--- config.mk ---
export PLATFORM = sky130hd
export DESIGN_NAME = fortuna_reseed_ctrl
export DESIGN_NICKNAME = d
export VERILOG_FILES = /design/src/rtl/fortuna_pkg.sv /design/src/rtl/fortuna_reseed_ctrl.sv
export SDC_FILE = /design/constraint.sdc
export NUM_CORES = 1
export LEC_CHECK = 0
export ABC_AREA = 1
export BUFFER_PORTS_ARGS = -buffer_cell sky130_fd_sc_hd__buf_2
export CAP_MARGIN = 30
export CORE_AREA = 2 2 416 418
export DETAILED_ROUTE_END_ITERATION = 6
export DIE_AREA = 0 0 418 420
export GPL_TIMING_DRIVEN = 0
export PLACE_DENSITY = 0.4
export SKIP_CTS_REPAIR_TIMING = 1
export SLEW_MARGIN = 30
export SYNTH_ARGS = -nofsm -noshare
export SYNTH_HDL_FRONTEND = slang
export SYNTH_SLANG_ARGS = --single-unit
--- constraint.sdc ---
create_clock -name clk -period 1.5 [get_ports clk]
set_input_delay 0.075 -clock clk [delete_from_list [all_inputs] [get_ports clk]]
set_output_delay 0.075 -clock clk [all_outputs]
set_load 0.02 [all_outputs]
--- src/rtl/fortuna_pkg.sv ---
// Shared types and sizing for the Fortuna reseed controller.
package fortuna_pkg;

  localparam int unsigned KEY_W              = 256;
  localparam int unsigned CNT_W              = 32;
  localparam int unsigned TIMEOUT_CYCLES_DEF = 1024;

  typedef enum logic [2:0] {
    ST_IDLE,
    ST_PEND,
    ST_ISSUE,
    ST_SETTLE,
    ST_WAIT,
    ST_ERROR
  } state_t;

endpackage

--- src/rtl/fortuna_reseed_ctrl.sv ---
// Fortuna generator reseed: hashes key^seed through an external sha256d core
// and installs the digest as the new key, with a watchdog on the core.
module fortuna_reseed_ctrl
  import fortuna_pkg::*;
#(
  parameter int unsigned       TIMEOUT_CYCLES = TIMEOUT_CYCLES_DEF,
  parameter logic [KEY_W-1:0]  KEY_INIT       = '0
) (
  input  logic             clk,
  input  logic             reset_n,
  input  logic             req_valid,
  output logic             req_ready,
  input  logic [KEY_W-1:0] req_data,
  output logic             sha_init,
  output logic [KEY_W-1:0] sha_clear_input,
  input  logic             sha_ready,
  input  logic [KEY_W-1:0] sha_hash,
  input  logic             sha_hash_valid,
  output logic [KEY_W-1:0] key,
  output logic             key_valid,
  output logic             key_update,
  output logic [CNT_W-1:0] reseed_cnt,
  output logic             busy,
  output logic             error,
  input  logic             err_clear
);

  localparam int unsigned      TMO_W    = $clog2(TIMEOUT_CYCLES) + 1;
  // The counter trips on the edge where it would reach TIMEOUT_CYCLES-1.
  localparam logic [TMO_W-1:0] TMO_LAST = TMO_W'(TIMEOUT_CYCLES - 2);

  state_t           state;
  state_t           state_nxt;
  logic [KEY_W-1:0] block;
  logic [TMO_W-1:0] tmo_cnt;
  logic             in_busy;
  logic             accept;
  logic             capture;
  logic             timeout;

  function automatic logic [CNT_W-1:0] sat_inc(input logic [CNT_W-1:0] v);
    return (&v) ? v : v + 1'b1;
  endfunction

  assign in_busy = (state == ST_PEND) || (state == ST_ISSUE) ||
                   (state == ST_SETTLE) || (state == ST_WAIT);
  assign accept  = req_valid && (state == ST_IDLE);
  assign capture = (state == ST_WAIT) && sha_ready && sha_hash_valid;
  assign timeout = in_busy && (tmo_cnt == TMO_LAST) && !capture;

  assign req_ready       = (state == ST_IDLE);
  assign busy            = in_busy;
  assign sha_init        = (state == ST_ISSUE);
  assign error           = (state == ST_ERROR);
  assign sha_clear_input = block;

  always_ff @(posedge clk or negedge reset_n) begin
    if (!reset_n) begin
      state <= ST_IDLE;
    end else begin
      state <= state_nxt;
    end
  end

  always_comb begin
    state_nxt = state;
    unique case (state)
      ST_IDLE:   if (accept)    state_nxt = ST_PEND;
      ST_PEND:   if (sha_ready) state_nxt = ST_ISSUE;
      ST_ISSUE:                 state_nxt = ST_SETTLE;
      // One dead cycle lets the core drop sha_ready after the init pulse.
      ST_SETTLE:                state_nxt = ST_WAIT;
      ST_WAIT:   if (capture)   state_nxt = ST_IDLE;
      ST_ERROR:  if (err_clear) state_nxt = ST_IDLE;
      default:                  state_nxt = ST_IDLE;
    endcase
    if (timeout) state_nxt = ST_ERROR;
  end

  always_ff @(posedge clk or negedge reset_n) begin
    if (!reset_n) begin
      block      <= '0;
      key        <= KEY_INIT;
      key_valid  <= 1'b0;
      key_update <= 1'b0;
      reseed_cnt <= '0;
      tmo_cnt    <= '0;
    end else begin
      key_update <= capture;
      if (accept) begin
        block   <= key ^ req_data;
        tmo_cnt <= '0;
      end else if (in_busy) begin
        tmo_cnt <= tmo_cnt + 1'b1;
      end
      if (capture) begin
        key        <= sha_hash;
        key_valid  <= 1'b1;
        reseed_cnt <= sat_inc(reseed_cnt);
      end
    end
  end

endmodule

==> reports/results.tsv, run 1 <==
metric	value	unit
outcome	finished with violations	
failing checks	hold timing, setup timing	
DP HPWL	116000	um
Layout Cells excl Fill	6643	
CP bufs+invs	4	
Final min period	1820	ps
Critical Path End Type	flip-flop	
FF-to-FF path depth	8	
PwrDens	1950	nW/um2
R2R Setup Slk	-320	ps
Reg2Reg Capture Point	sha_clear_input[68]	
Final Hold Fails	126	
Max Fanout on Critical Path	10	
endpoints failing setup	664	
Finished Cell Area	41500	um2
Synth cell types	32	
wire per inst	22.0	um
Crit path largest cell delay	450	ps
PortBufs	1067	
TritonCTS clock tree	built	
Worst Skew	28.5	ps
Cells after DPL	5941	
drt pass-1 iters	7	
Vias per Instance	3.79	
maxcap violations	0	
Achievable Freq	550	MHz
VDD IR max	940	uV
setup TNS	-114410	ps
Crit path required time	2080	ps
grt total ovfl	0	
Setup WS pre-CTS	-1420	ps
CP Class	reg2reg	
Iter 0 DRT Violations	1593	
dpl cell area	32200	um2
Worst-path clk slew	60	ps
core area	171000	um2
prevailing post-synth register cell	dfrtp_1	
critical path, cell by cell	inv_2, nand2_4, nor2_4, nand2_8, buf_12, buf_4, clkbuf_4, o21ai_0	
Top Family by Delay on Critical Path	buffers and inverters	
Mapped Nets	3154	
CTS H-tree depth	3	
register area share after synthesis	58.8	%
CTS max path bufs	3	
DIE AREA	176000	um2
Synth async-reset ratio	100	%
Nets	4856	
Yosys reg bits	560	
Placer Congestion	0.897	
first-pass GRT wire length	186000	um
slowest stage cell, crit path	dfrtp_2	
initial antenna violation count	42	
die height	420	um
via count	25203	
Initial Util	13.9	%
CTS sink cnt	560	
drt total wl	146000	um
CP Launch Type	flip-flop	
Ports	1068	
Syn Inst Count	2633	
DR DRC count	0	
vias in the first global route	22155	
largest net degree at the start of global routing	75	
Worst Tran Pin Value	870	ps
RSZ-0062 raised after global routing	true	
share of cells above drive strength 1	32.9	%
antenna-violating nets left	0	
Total Power	80.9	mW
Fillers	18813	
worst relative slew slack	41.6	%
fin util	24.3	%
total track usage	15.4	%
critical path startpoint	state[2]	
CP arrival	2400	ps
number of synthesized flops with an enable pin	0	
FP Rows	152	
Slew Limit Fails	0	
Clock Latency Late Sink	680	ps
final hold slack	-384	ps
Die W	418	um
Area Overhead vs Synth	73.9	%
Ys Warns	0	
Hold Crit Class	in2async	
synthesized cell area	23800	um2
number of CTS-inserted buffers	74	
fin worst setup slack	-318	ps
Root Driver	clkbuf_16	
FF-to-FF Start	state[2]	
Avg Inst Size Synth	9.06	um2
P_leak	20.7	nW
CP Depth	8	
Final Cycle Share	121	%
[final cells by class]
type                            count  area (um2)  share of cell area [%]
Multi-Input combinational cell   1903        9350                    22.6
Antenna cell                       20        50.0                   0.121
Sequential cell                   560       14000                    33.8
Tap cell                         2233        2790                    6.74
Inverter                           50         226                   0.546
Clock buffer                      115        2280                    5.50
Buffer                            120        1220                    2.95
Clock inverter                     16         188                   0.453
Timing Repair Buffer             1626       11300                    27.3
[cells in the final DEF, fill, tap and decap left out, types with 7 or more instances in the layout]
master	netlist	final
buf_2	88	1094
dfrtp_1	560	546
buf_8	0	13
o21ai_2	0	16
buf_16	0	15
xnor2_1	262	262
o21ai_0	214	161
nand3_1	29	28
clkbuf_16	0	86
o21ai_1	54	91
nor3_1	7	7
nand2_4	4	16
xor2_1	9	9
buf_4	6	40
clkbuf_1	21	18
nand2_1	1228	1182
inv_1	43	43
buf_6	2	29
nand2_2	3	34
nand4_1	11	11
dlygate4sd3_1	0	518
dfrtp_2	0	14
diode_2	0	20
nor2_1	62	60
buf_12	0	18
clkbuf_8	0	21
[synthesized netlist by cell type, drive strengths merged (7+ instances only)]
cell | count | share of area (%)
nor3 | 7 | 0.15
nand4 | 11 | 0.29
buf | 97 | 2.1
inv | 49 | 0.77
xnor2 | 262 | 9.6
clkbuf | 23 | 0.37
o21ai | 268 | 5.6
nor2 | 70 | 1.3
nand2 | 1235 | 20
xor2 | 9 | 0.33
nand3 | 29 | 0.61
dfrtp | 560 | 59
[worst max-delay path by stage]
stage | endpoint | slack, ps
detailed placement | key[95] | -1420
global route | key[53] | -390
finish | sha_clear_input[68] | -320
global placement | reseed_cnt[8] | -14420
CTS | key[95] | -1470
floorplan | reseed_cnt[28] | -90
[kinds of logic (layout without fill, tap and decap cells)]
group | count (synthesis) | count (layout) | share of synthesized area [%]
other | 0 | 20 | 0
and+or+nand+nor | 1356 | 1356 | 22.1
xor gates and xnor gates | 271 | 271 | 9.95
buffers and inverters | 170 | 1927 | 3.31
DFF | 560 | 560 | 58.8
adders and majority gates | 3 | 3 | 0.157
AOI/OAI and AO/OA | 273 | 273 | 5.76
[flip-flops by register name, summed over array words and instances, names as in the netlist]
| signal | count |
|---|---|
| tmo_cnt | 11 |
| key_update | 1 |
| key_valid | 1 |
| key | 256 |
| sha_clear_input | 256 |
| state | 3 |
| reseed_cnt | 32 |
[worst min-delay path, cell delays in order]
cell and delay, ps:
buf_8 80, buf_16 90, buf_16 90, buf_16 90, buf_16 240
[power by group]
part / internal, mW / switching [mW] / total (mW)
clock network: 10.8 / 7.65 / 18.5
logic: 12.5 / 21.7 / 34.2
registers: 21.4 / 6.79 / 28.2
total: 44.7 / 36.2 / 80.9
[routing by layer]
layer  part of all wire, %  wire [um]  GRT usage (%)  up-vias
met5                 0.088        129              0        -
met4                   2.4       3450           4.60       18
met3                   6.4       9280           4.15      184
met2                    49      71400           25.2      819
met1                    42      61800           19.6    12496
li1                      -          -              -    11686
No activity file was read; power rests on OpenSTA's default activity.
==> run 2, diff against run 1 <==
ABC_AREA = 0   (was 1)
CORE_AREA = 2 2 422 424   (was 2 2 416 418)
DIE_AREA = 0 0 424 426   (was 0 0 418 420)
PLACE_DENSITY = 0.39   (was 0.4)
SKIP_LAST_GASP = 1   (was default)
==> run 2 against run 1 <==
  * The flow still finishes with violations (hold timing, setup timing)
  * Maximum frequency is 15% lower
  * Sequential power grew 4%
  * Combinational power is 18% higher
  * Cell area up 5.5%
  * Register-to-register slack got worse by 330 ps
  * Power up 8.9%
  * Critical path type unchanged
  * Critical endpoint is now reseed_cnt[1]
==> reports/results.tsv, run 2 <==
metric	value	unit	change
Avg Inst Size Synth	9.65	um2	+6.5%
wire per inst	23.4	um	+6.3%
fin worst setup slack	-647	ps	-329 ps
most area-consuming cells after synthesis	dfrtp_1 (61%), nand2_1 (13%), xnor2_1 (11%)		
Yosys reg bits	560		unchanged
Finished Cell Area	43800	um2	+5.5%
endpoints failing setup	673		+1.4%
Root Driver	clkbuf_16		
Synth async-reset ratio	100	%	unchanged
leading area contributor after synthesis	dfrtp_1		
Syn Inst Count	2392		-9.2%
outcome	finished with violations		
DR DRC count	0		unchanged
Mapped Nets	2913		-7.6%
maxcap violations	0		unchanged
antenna-violating nets left	0		unchanged
Worst Skew	30.1	ps	+1.57 ps
commonest cells after routing, fill and taps aside	buf_2 (1069), nand2_1 (594), dfrtp_1 (538)		
FP Rows	154		+1.3%
synthesized cell area	23100	um2	-3.2%
Vias per Instance	3.72		-1.9%
number of CTS-inserted buffers	77		+4.1%
VDD IR max	889	uV	-5.4%
most frequent cell after synthesis	nand2_1		
Max Fanout on Critical Path	5		-5
Slew Limit Fails	0		unchanged
core area	176000	um2	+2.8%
Cells after DPL	5807		-2.3%
Final Hold Fails	48		-62%
Final min period	2150	ps	+329 ps
prevailing post-synth register cell	dfrtp_1		
PwrDens	2010	nW/um2	+3.1%
CTS H-tree depth	3		unchanged
CP Class	reg2reg		
failing checks	hold timing, setup timing		
Yosys top cell area share	60.7	%	+2.0 points
via count	24541		-2.6%
synth cell count leaders	nand2_1 (782), dfrtp_1 (560), xnor2_1 (285), nor2_1 (272), a21oi_1 (259)		
CTS max path bufs	3		unchanged
Layout Cells excl Fill	6591		-0.78%
P_leak	20.6	nW	-0.34%
RSZ-0062 raised after global routing	true		
total track usage	15.1	%	-0.25 points
Area Overhead vs Synth	89.6	%	
Achievable Freq	466	MHz	-15%
share of cells above drive strength 1	41.0	%	+8.1 points
Worst Tran Pin Value	853	ps	-16.7 ps
final hold slack	-34.6	ps	+349 ps
drt pass-1 iters	5		-2
register area share after synthesis	60.7	%	+2.0 points
PortBufs	1067		unchanged
setup TNS	-272020	ps	-157600 ps
Synth cell types	44		+38%
first-pass GRT wire length	188000	um	+1.1%
TritonCTS clock tree	built		
Critical Path End Type	flip-flop		
CTS sink cnt	560		unchanged
Iter 0 DRT Violations	1303		-18%
initial antenna violation count	32		-24%
Final Cycle Share	143	%	+22 points
CP arrival	2690	ps	+290 ps
dpl cell area	32700	um2	+1.6%
Die W	424	um	+1.4%
Ys Warns	0		unchanged
DP HPWL	118000	um	+2.0%
Ports	1068		unchanged
drt total wl	154000	um	+5.5%
Placer Congestion	0.906		+0.99%
Clock Latency Late Sink	680	ps	about the same
die height	426	um	+1.4%
grt total ovfl	0		unchanged
Hold Crit Class	in2async		
DIE AREA	181000	um2	+2.9%
CP Launch Type	flip-flop		
largest net degree at the start of global routing	77		+2.7%
Worst-path clk slew	60	ps	about the same
Initial Util	13.1	%	-0.82 points
commonest non-fill, non-tap cell in the layout	buf_2		
number of synthesized flops with an enable pin	0		unchanged
Nets	4702		-3.2%
Crit path required time	2040	ps	-40 ps
vias in the first global route	21720		-2.0%
worst relative slew slack	42.9	%	+1.3 points
run 2: cell types whose count changed after synthesis, moves of 23 or more:
| cell | previous run | this run |
|---|---|---|
| a21oi_1 | 3 | 259 |
| buf_2 | 88 | 58 |
| clkbuf_1 | 21 | 54 |
| inv_1 | 43 | 3 |
| nand2_1 | 1228 | 782 |
| nor2_1 | 62 | 272 |
| o21ai_0 | 214 | 3 |
| o21ai_1 | 54 | 0 |
| xnor2_1 | 262 | 285 |
run 2: worst paths after layout:
path                       depth (start not counted)              to      startpoint  slack [ps]
setup / recovery                                   6   reseed_cnt[1]  reseed_cnt[31]        -650
hold / removal                                     8         key[98]         reset_n         -30
setup reg to reg                                   6   reseed_cnt[1]  reseed_cnt[31]        -650
hold reg to reg                                    1       key_valid       key_valid         470
max in group asynchronous                         12  reseed_cnt[22]         reset_n        -210
min in group clk                                   5   reseed_cnt[4]       sha_ready         -30
run 2: kinds of logic (layout without fill, tap and decap cells):
logic type	count (synthesis)	count (layout)	synth area share (%)
other	0	16	0
AND/OR/NAND/NOR	1138	1138	19.4
flip-flops	560	560	60.7
XOR/XNOR	293	293	11.1
AO/OA/AOI/OAI	272	272	6.04
multiplexers	3	3	0.146
buffers and inverters	123	1966	2.35
adder cells (fa/ha/maj)	3	3	0.163
run 2: worst max-delay path, stage by stage (launching register included):
cell,delay [ps]
dfrtp_2,380
nand4_1,130
or4_4,560
or4_4,440
buf_6,150
nand2_4,80
mux2_4,290
run 2: through the flow:
step	utilization, %	total power, mW	setup slack [ps]	hold slack (ps)
2_1_floorplan	-	47.2	-658	-221
3_3_place_gp	18.5	65.4	-14650	272
3_5_place_dp	18.6	65.7	-963	-70.5
4_1_cts	20.0	84.6	-981	-836
5_1_grt	24.9	93.0	-706	-77.8
6_report	24.9	88.0	-647	-34.6
run 2: final cells by class:
cell class | instances | area, um2
fillers | 19175 | 132000
flip-flops and latches | 560 | 14000
repair buffers | 1710 | 12600
multi-input cells | 1709 | 9830
well taps | 2340 | 2930
clock buffers | 111 | 2240
plain buffers | 118 | 1780
clock inverters | 22 | 220
inverters | 4 | 41.3
diodes | 16 | 40.0
repair inverters | 1 | 11.3
run 2: power breakdown:
part	leakage, nW	total [mW]	switching (mW)	internal, mW
Combinational	12.8	40.2	25.1	15.2
Sequential	6.63	29.4	7.57	21.9
Clock	1.21	18.4	7.67	10.7
Total	20.6	88.0	40.3	47.7
run 2: per-layer routing:
layer  global-route usage (%)  part of all wire (%)  vias to the layer above
li1                         -                     -                    11233
met3                     5.04                   5.9                      194
met2                     25.6                    49                      820
met5                        0                 0.027                        -
met4                     3.39                   2.3                        8
met1                     18.5                    42                    12286
